===== src/rtl/addsub_pipe_if.sv =====
// rtl/addsub_pipe_if.sv - operand/result handshake bundle for addsub_pipe
interface addsub_pipe_if #(
  parameter int WIDTH = 64
);
  logic             in_valid;
  logic             in_ready;
  logic [WIDTH-1:0] in1;
  logic [WIDTH-1:0] in2;
  logic             op;
  logic             out_valid;
  logic             out_ready;
  logic [WIDTH-1:0] out;
  logic             zf;
  logic             sf;
  logic             of;
  logic             cf;

  modport master (
    output in_valid, in1, in2, op, out_ready,
    input  in_ready, out_valid, out, zf, sf, of, cf
  );

  modport slave (
    input  in_valid, in1, in2, op, out_ready,
    output in_ready, out_valid, out, zf, sf, of, cf
  );
endinterface


===== src/rtl/addsub_pipe.sv =====
// rtl/addsub_pipe.sv - pipelined add/sub, carry chain split into STAGES registered slices
module addsub_pipe #(
  parameter int WIDTH  = 64,
  parameter int STAGES = 4
) (
  input  logic         clk,
  input  logic         rst,
  addsub_pipe_if.slave bus
);
  localparam int CHUNK = WIDTH / STAGES;
  localparam int LAST  = STAGES - 1;
  localparam int SK    = (STAGES > 1) ? STAGES - 1 : 1;

  // Inter-stage registers: skewed operands, partial result, carry, valid
  logic [WIDTH-1:0] r_a [SK];
  logic [WIDTH-1:0] r_b [SK];
  logic [WIDTH-1:0] r_s [SK];
  logic             r_c [SK];
  logic             r_v [SK];

  logic [WIDTH-1:0] r_out;
  logic             r_ov;
  logic             r_zf;
  logic             r_sf;
  logic             r_of;
  logic             r_cf;

  logic [WIDTH-1:0] w_a_in  [STAGES];
  logic [WIDTH-1:0] w_b_in  [STAGES];
  logic [WIDTH-1:0] w_s_in  [STAGES];
  logic [WIDTH-1:0] w_s_out [STAGES];
  logic [CHUNK-1:0] w_chunk [STAGES];
  logic             w_c_in  [STAGES];
  logic             w_c_out [STAGES];
  logic             w_v_in  [STAGES];
  logic             w_adv;

  assign w_adv = !r_ov || bus.out_ready;

  genvar k;
  for (k = 0; k < STAGES; k++) begin : g_stage
    if (k == 0) begin : g_first
      assign w_a_in[k] = bus.in1;
      assign w_b_in[k] = bus.in2 ^ {WIDTH{bus.op}};
      assign w_s_in[k] = '0;
      assign w_c_in[k] = bus.op;
      assign w_v_in[k] = bus.in_valid;
    end else begin : g_next
      assign w_a_in[k] = r_a[k-1];
      assign w_b_in[k] = r_b[k-1];
      assign w_s_in[k] = r_s[k-1];
      assign w_c_in[k] = r_c[k-1];
      assign w_v_in[k] = r_v[k-1];
    end

    assign {w_c_out[k], w_chunk[k]} = {1'b0, w_a_in[k][k*CHUNK +: CHUNK]}
                                    + {1'b0, w_b_in[k][k*CHUNK +: CHUNK]}
                                    + (CHUNK+1)'(w_c_in[k]);
    // Slices above k are still zero here, so OR-ing in this slice is enough
    assign w_s_out[k] = w_s_in[k] | (WIDTH'(w_chunk[k]) << (k * CHUNK));

    if (k < LAST) begin : g_mid
      always_ff @(posedge clk or posedge rst) begin
        if (rst) begin
          r_a[k] <= '0;
          r_b[k] <= '0;
          r_s[k] <= '0;
          r_c[k] <= 1'b0;
          r_v[k] <= 1'b0;
        end else if (w_adv) begin
          r_a[k] <= w_a_in[k];
          r_b[k] <= w_b_in[k];
          r_s[k] <= w_s_out[k];
          r_c[k] <= w_c_out[k];
          r_v[k] <= w_v_in[k];
        end
      end
    end else begin : g_last
      always_ff @(posedge clk or posedge rst) begin
        if (rst) begin
          r_ov  <= 1'b0;
          r_out <= '0;
          r_zf  <= 1'b0;
          r_sf  <= 1'b0;
          r_of  <= 1'b0;
          r_cf  <= 1'b0;
        end else if (w_adv) begin
          r_ov  <= w_v_in[k];
          r_out <= w_s_out[k];
          r_zf  <= (w_s_out[k] == '0);
          r_sf  <= w_s_out[k][WIDTH-1];
          r_of  <= (w_a_in[k][WIDTH-1] == w_b_in[k][WIDTH-1])
                && (w_s_out[k][WIDTH-1] != w_a_in[k][WIDTH-1]);
          r_cf  <= w_c_out[k];
        end
      end
    end
  end

  assign bus.in_ready  = w_adv;
  assign bus.out_valid = r_ov;
  assign bus.out       = r_out;
  assign bus.zf        = r_zf;
  assign bus.sf        = r_sf;
  assign bus.of        = r_of;
  assign bus.cf        = r_cf;
endmodule


===== src/flat_wrapper.sv =====
// flat-port wrapper written by rule: the top's interface ports become plain ports
module addsub_pipe_flat 
#(
  parameter int WIDTH  = 64,
  parameter int STAGES = 4
)
  (clk, rst, bus_in_valid, bus_in1, bus_in2, bus_op, bus_out_ready, bus_in_ready, bus_out_valid, bus_out, bus_zf, bus_sf, bus_of, bus_cf);
  addsub_pipe_if #(.WIDTH(WIDTH)) bus_i ();
  input  logic clk;
  input  logic rst;
  input wire logic [$bits(bus_i.in_valid)-1:0] bus_in_valid;
  input wire logic [$bits(bus_i.in1)-1:0] bus_in1;
  input wire logic [$bits(bus_i.in2)-1:0] bus_in2;
  input wire logic [$bits(bus_i.op)-1:0] bus_op;
  input wire logic [$bits(bus_i.out_ready)-1:0] bus_out_ready;
  output wire logic [$bits(bus_i.in_ready)-1:0] bus_in_ready;
  output wire logic [$bits(bus_i.out_valid)-1:0] bus_out_valid;
  output wire logic [$bits(bus_i.out)-1:0] bus_out;
  output wire logic [$bits(bus_i.zf)-1:0] bus_zf;
  output wire logic [$bits(bus_i.sf)-1:0] bus_sf;
  output wire logic [$bits(bus_i.of)-1:0] bus_of;
  output wire logic [$bits(bus_i.cf)-1:0] bus_cf;
  assign bus_i.in_valid = bus_in_valid;
  assign bus_i.in1 = bus_in1;
  assign bus_i.in2 = bus_in2;
  assign bus_i.op = bus_op;
  assign bus_i.out_ready = bus_out_ready;
  assign bus_in_ready = bus_i.in_ready;
  assign bus_out_valid = bus_i.out_valid;
  assign bus_out = bus_i.out;
  assign bus_zf = bus_i.zf;
  assign bus_sf = bus_i.sf;
  assign bus_of = bus_i.of;
  assign bus_cf = bus_i.cf;
  addsub_pipe #(.WIDTH(WIDTH), .STAGES(STAGES)) u_core (.clk(clk), .rst(rst), .bus(bus_i));
endmodule

===== config.mk =====
export PLATFORM = sky130hd
export DESIGN_NAME = addsub_pipe_flat
export DESIGN_NICKNAME = d
export VERILOG_FILES = /design/src/rtl/addsub_pipe_if.sv /design/src/rtl/addsub_pipe.sv /design/src/flat_wrapper.sv
export SDC_FILE = /design/constraint.sdc
export NUM_CORES = 1
export LEC_CHECK = 0
export CORE_AREA = 2 2 199 201
export CTS_BUF_LIST = sky130_fd_sc_hd__clkbuf_8
export DETAILED_ROUTE_END_ITERATION = 6
export DIE_AREA = 0 0 201 203
export HOLD_SLACK_MARGIN = 0.02
export PLACE_DENSITY = 0.74
export SLEW_MARGIN = 20
export SYNTH_ARGS = -nofsm -noshare
export SYNTH_HDL_FRONTEND = slang
export SYNTH_SLANG_ARGS = --single-unit
export TNS_END_PERCENT = 10

===== constraint.sdc =====
create_clock -name clk -period 24.1 [get_ports clk]
set_clock_uncertainty 0.15 [all_clocks]
set_input_delay 4.82 -clock clk [delete_from_list [all_inputs] [get_ports clk]]
set_output_delay 4.82 -clock clk [all_outputs]
set_load 0.005 [all_outputs]

# == Yosys cells after proc, flatten, opt, wreduce, memory -nomap -nowiden ==
# Index checks and enable logic that the tools add are counted.
# word_totals
reg_bits,603
out_inout_bits,70
wordCells,39
# op_classes
addsub,8
n_eq_ne,2
bitwise_logic,4
n_reduce_logical,4
# op_table
cell,count
adder 16 x 16 -> 17 bit,4
adder 17 x 1 -> 17 bit,4
logical NOT 64 bit,1
OR 64 x 48 -> 64 bit,1
OR 64 bit,1
XOR 64 bit,1
OR 16 x 32 -> 32 bit,1
equality test 1 bit,1
logical AND 1 bit,1
logical NOT 1 bit,1
logical OR 1 bit,1
inequality test 1 bit,1

# == Depth between registers and ports, before layout ==
# depth
ltp_word,5
depth_mapped,12

# == Least setup slack after synthesis ==
# No wires, ideal clock.
# synth_timing
path_type,in2out
from,in bus_out_ready
to,out bus_in_ready
arrival_ns,5.682
slack_ns,13.448
cell_stages,5
path_cell_list,nor2b_1 > clkbuf_1 > inv_2 > clkbuf_1 > clkbuf_1
# synth_via
elab_chain_cells,1
# synth_rtl
element,line,source
from (decl),flat_wrapper.sv:15,input wire logic [$bits(bus_i.out_ready)-1:0] bus_out_ready;
logical OR 1 bit,addsub_pipe.sv:38,assign w_adv = !r_ov || bus.out_ready;
to (decl),flat_wrapper.sv:16,output wire logic [$bits(bus_i.in_ready)-1:0] bus_in_ready;
# Every way passes these cells.

# == Final worst setup path ==
# Same ends and word-level chain as after synthesis.

==> out/metrics.cfg <==
[clock_network]
cts.htree.levels=2
post_cts_buffers=0
post_cts_resized=0
insertion_delay_ps=610
cts_max_path_buffers=3
cts_tree=built
clk_pin_slew_ps=60
cts_hold_buf=0
cts_sinks=362
cts_inserted_buffers=59
cts_root_buffer=clkbuf_8

[route]
wl_per_cell_um=14.4
drt_drc_violations_left=0
routed_wl_mm=37.7
drt-initial-drc-count=868
drt-vias-per-instance=4.90
drt.antenna.violating_nets=0
first_pass_iters=5
vias=12900

[logic_synthesis]
avgSynthCellArea_um2=8.93
synth_edf_count=0
synth.distinct_cells=63
async_flop_share=1.00
yosysWarnings=0
syn_area_um2=16700
synth_seq_cells=362
synthCells=1876
synth_nets=2076
synthFlopType=dfrtp_1
ys_seq_area_frac=0.541

[timing]
max_freq_mhz=83.7
worst_slew_pin_slew_ps=1100
finalCritPeriodShare=0.496
rsz0062_at_grt=false
finalMaxSlewViolations=0
maxSlewHeadroom=0.269
period_minus_slack_ps=11940
setup_violations=0
final.setup.tns_ps=0
hold_violations=0

[floorplanning]
dieHeight_um=203
core_um2=38500
chipWidth_um=201
ios=203
start_util=0.435
die_area_um2=40800
rows=72

[finish]
final_util=0.530
fillers=3530
drive_above_1_share=0.0579
finalInstanceArea_um2=20400
area_growth_pct=21.7
fin_nets=2261
seqCellArea_um2=9060
layout.cells.non_filler=2625
multi_input_area_um2=7260
antenna_cells=0

[place]
port_buffers=202
dp_cells=2517
gp_congestion=0.801
hpwl_mm=26.1
post_dp_cell_area_um2=19200

[global_route]
grtUsageTotal=0.188
grt_pass1_vias=12700
grt.overflow.total=0
grt_start_max_net_pins=142
antenna_found_initial=0
grt_pass1_wl_mm=62.9

[setup_path]
end_kind=output pin
crit_fanout=108
crit_required_ps=19130
crit_type=in -> out
cp_data_arrival_time_ps=6970
startpoint_type=primary input

[run_status]
status=finished clean

[pwr]
power.total_mw=2.63
power_density_nw_per_um2=129
peakVddDrop_mv=0.0550
leakage_nw=9.89

[run]
drv_cap=0

[min_path]
hp-class=reg -> reg

state kept, by name, summed over array words and instances, names as in the netlist:
register              count
u_core.bus.sf             1
u_core.bus.zf             1
u_core.r_c                3
u_core.bus.cf             1
u_core.r_s               96
u_core.r_v                3
u_core.r_b               96
u_core.bus.of             1
u_core.r_a               96
u_core.bus.out_valid      1
u_core.bus.out           63
layout by cell type, fill, tap and decap left out, types with 13 or more instances in the layout:
master           Yosys  final
nand2_1            850    850
dfrtp_1            362    362
clkdlybuf4s50_1      0    201
o21ai_0             89     89
clkbuf_8             0     72
xnor2_1             67     67
ha_1                60     60
nor2_1              54     54
a21oi_1             42     42
inv_1               23     40
xor2_1              38     38
nor3_1              23     23
o31ai_1             15     15
o21a_1              14     14
o21ai_1             13     13
nor4_1              13     13
synth_stat cells, types with 2 or more instances:
cell       instances  area, um2
xnor2_1           67        587
ha_1              60        751
nor4_1            13       81.3
o211ai_1           2       15.0
nand3_1            7       35.0
o21ai_1           13       65.1
buf_2              2       10.0
a211oi_2           2       25.0
o21a_1            14        105
nand2_1          850       3190
nor3b_1            2       15.0
nand2b_1           8       50.1
o22ai_1            2       12.5
and2_1             2       12.5
clkbuf_1          72        270
mux2_2             3       33.8
a21boi_1           4       30.0
and3_1             8       50.1
o31ai_1           15        113
o41ai_4            2       55.1
a211oi_1           9       67.6
fa_1               7        140
a31o_2             2       17.5
nor2b_1            6       37.5
inv_1             23       86.3
a31oi_1            5       31.3
or2_2              4       25.0
a21o_1            12       90.1
nand4_1            3       18.8
a21oi_1           42        210
o21ai_0           89        445
nor2_1            54        203
dfrtp_1          362       9060
o2111ai_1          2       17.5
nor3_1            23        115
or3_1              6       37.5
o21bai_1           3       22.5
buf_1             14       52.6
xor2_1            38        333
stage by stage:
step	hold slack, ps	setup slack (ps)
final	310	12160
after detailed placement	299	12170
after global routing	332	12010
after CTS	312	12180
after floorplan	280	9080
after global placement	299	12190
cell type report:
cell class,instances,area share
inverter,24,0.00516
tap,518,0.0318
timing repair buffer,213,0.104
clock inverter,35,0.00939
sequential,362,0.445
multi-input combinational,1401,0.356
clock buffer,72,0.0486
metal layers:
layer	vias to the layer above	GRT usage	share of wire
li1	6441	-	-
met1	6043	0.258	0.46
met2	290	0.298	0.46
met3	88	0.0302	0.042
met4	0	0.0754	0.035
met5	-	0	0
logic make-up after synthesis:
group | synth area share
compound gates | 0.0888
xor+xnor | 0.0549
fa+ha+maj | 0.0532
buf+inv | 0.0257
flops | 0.541
mux | 0.00202
simple gates | 0.234
final timing paths:
kind	start	end	slack, ps	cells after the start
max in group asynchronous	rst	u_core.r_a[55]$_DFFE_PP0P_	17210	4
max reg2reg	u_core.bus.out_valid$_DFFE_PP0P_	u_core.r_c[0]$_DFFE_PP0P_	20450	6
min	u_core.r_v[0]$_DFFE_PP0P_	u_core.r_v[0]$_DFFE_PP0P_	310	2
min in group asynchronous	rst	u_core.bus.out[30]$_DFFE_PP0P_	4660	2
min reg2reg	u_core.r_v[0]$_DFFE_PP0P_	u_core.r_v[0]$_DFFE_PP0P_	310	2
max	bus_out_ready	bus_in_ready	12160	4
power by group:
| group | internal [mW] | leakage, nW | switching, mW |
|---|---|---|---|
| sequential | 0.881 | 4.36 | 0.169 |
| clock | 0.281 | 0.681 | 0.241 |
| combinational | 0.470 | 4.85 | 0.586 |
| total | 1.63 | 9.89 | 0.996 |
critical path, stage by stage:
cell	delay [ps]
clkdlybuf4s50_1	450
nor2b_4	660
inv_8	380
clkdlybuf4s50_1	560
Power figures use the tool's default switching activity.
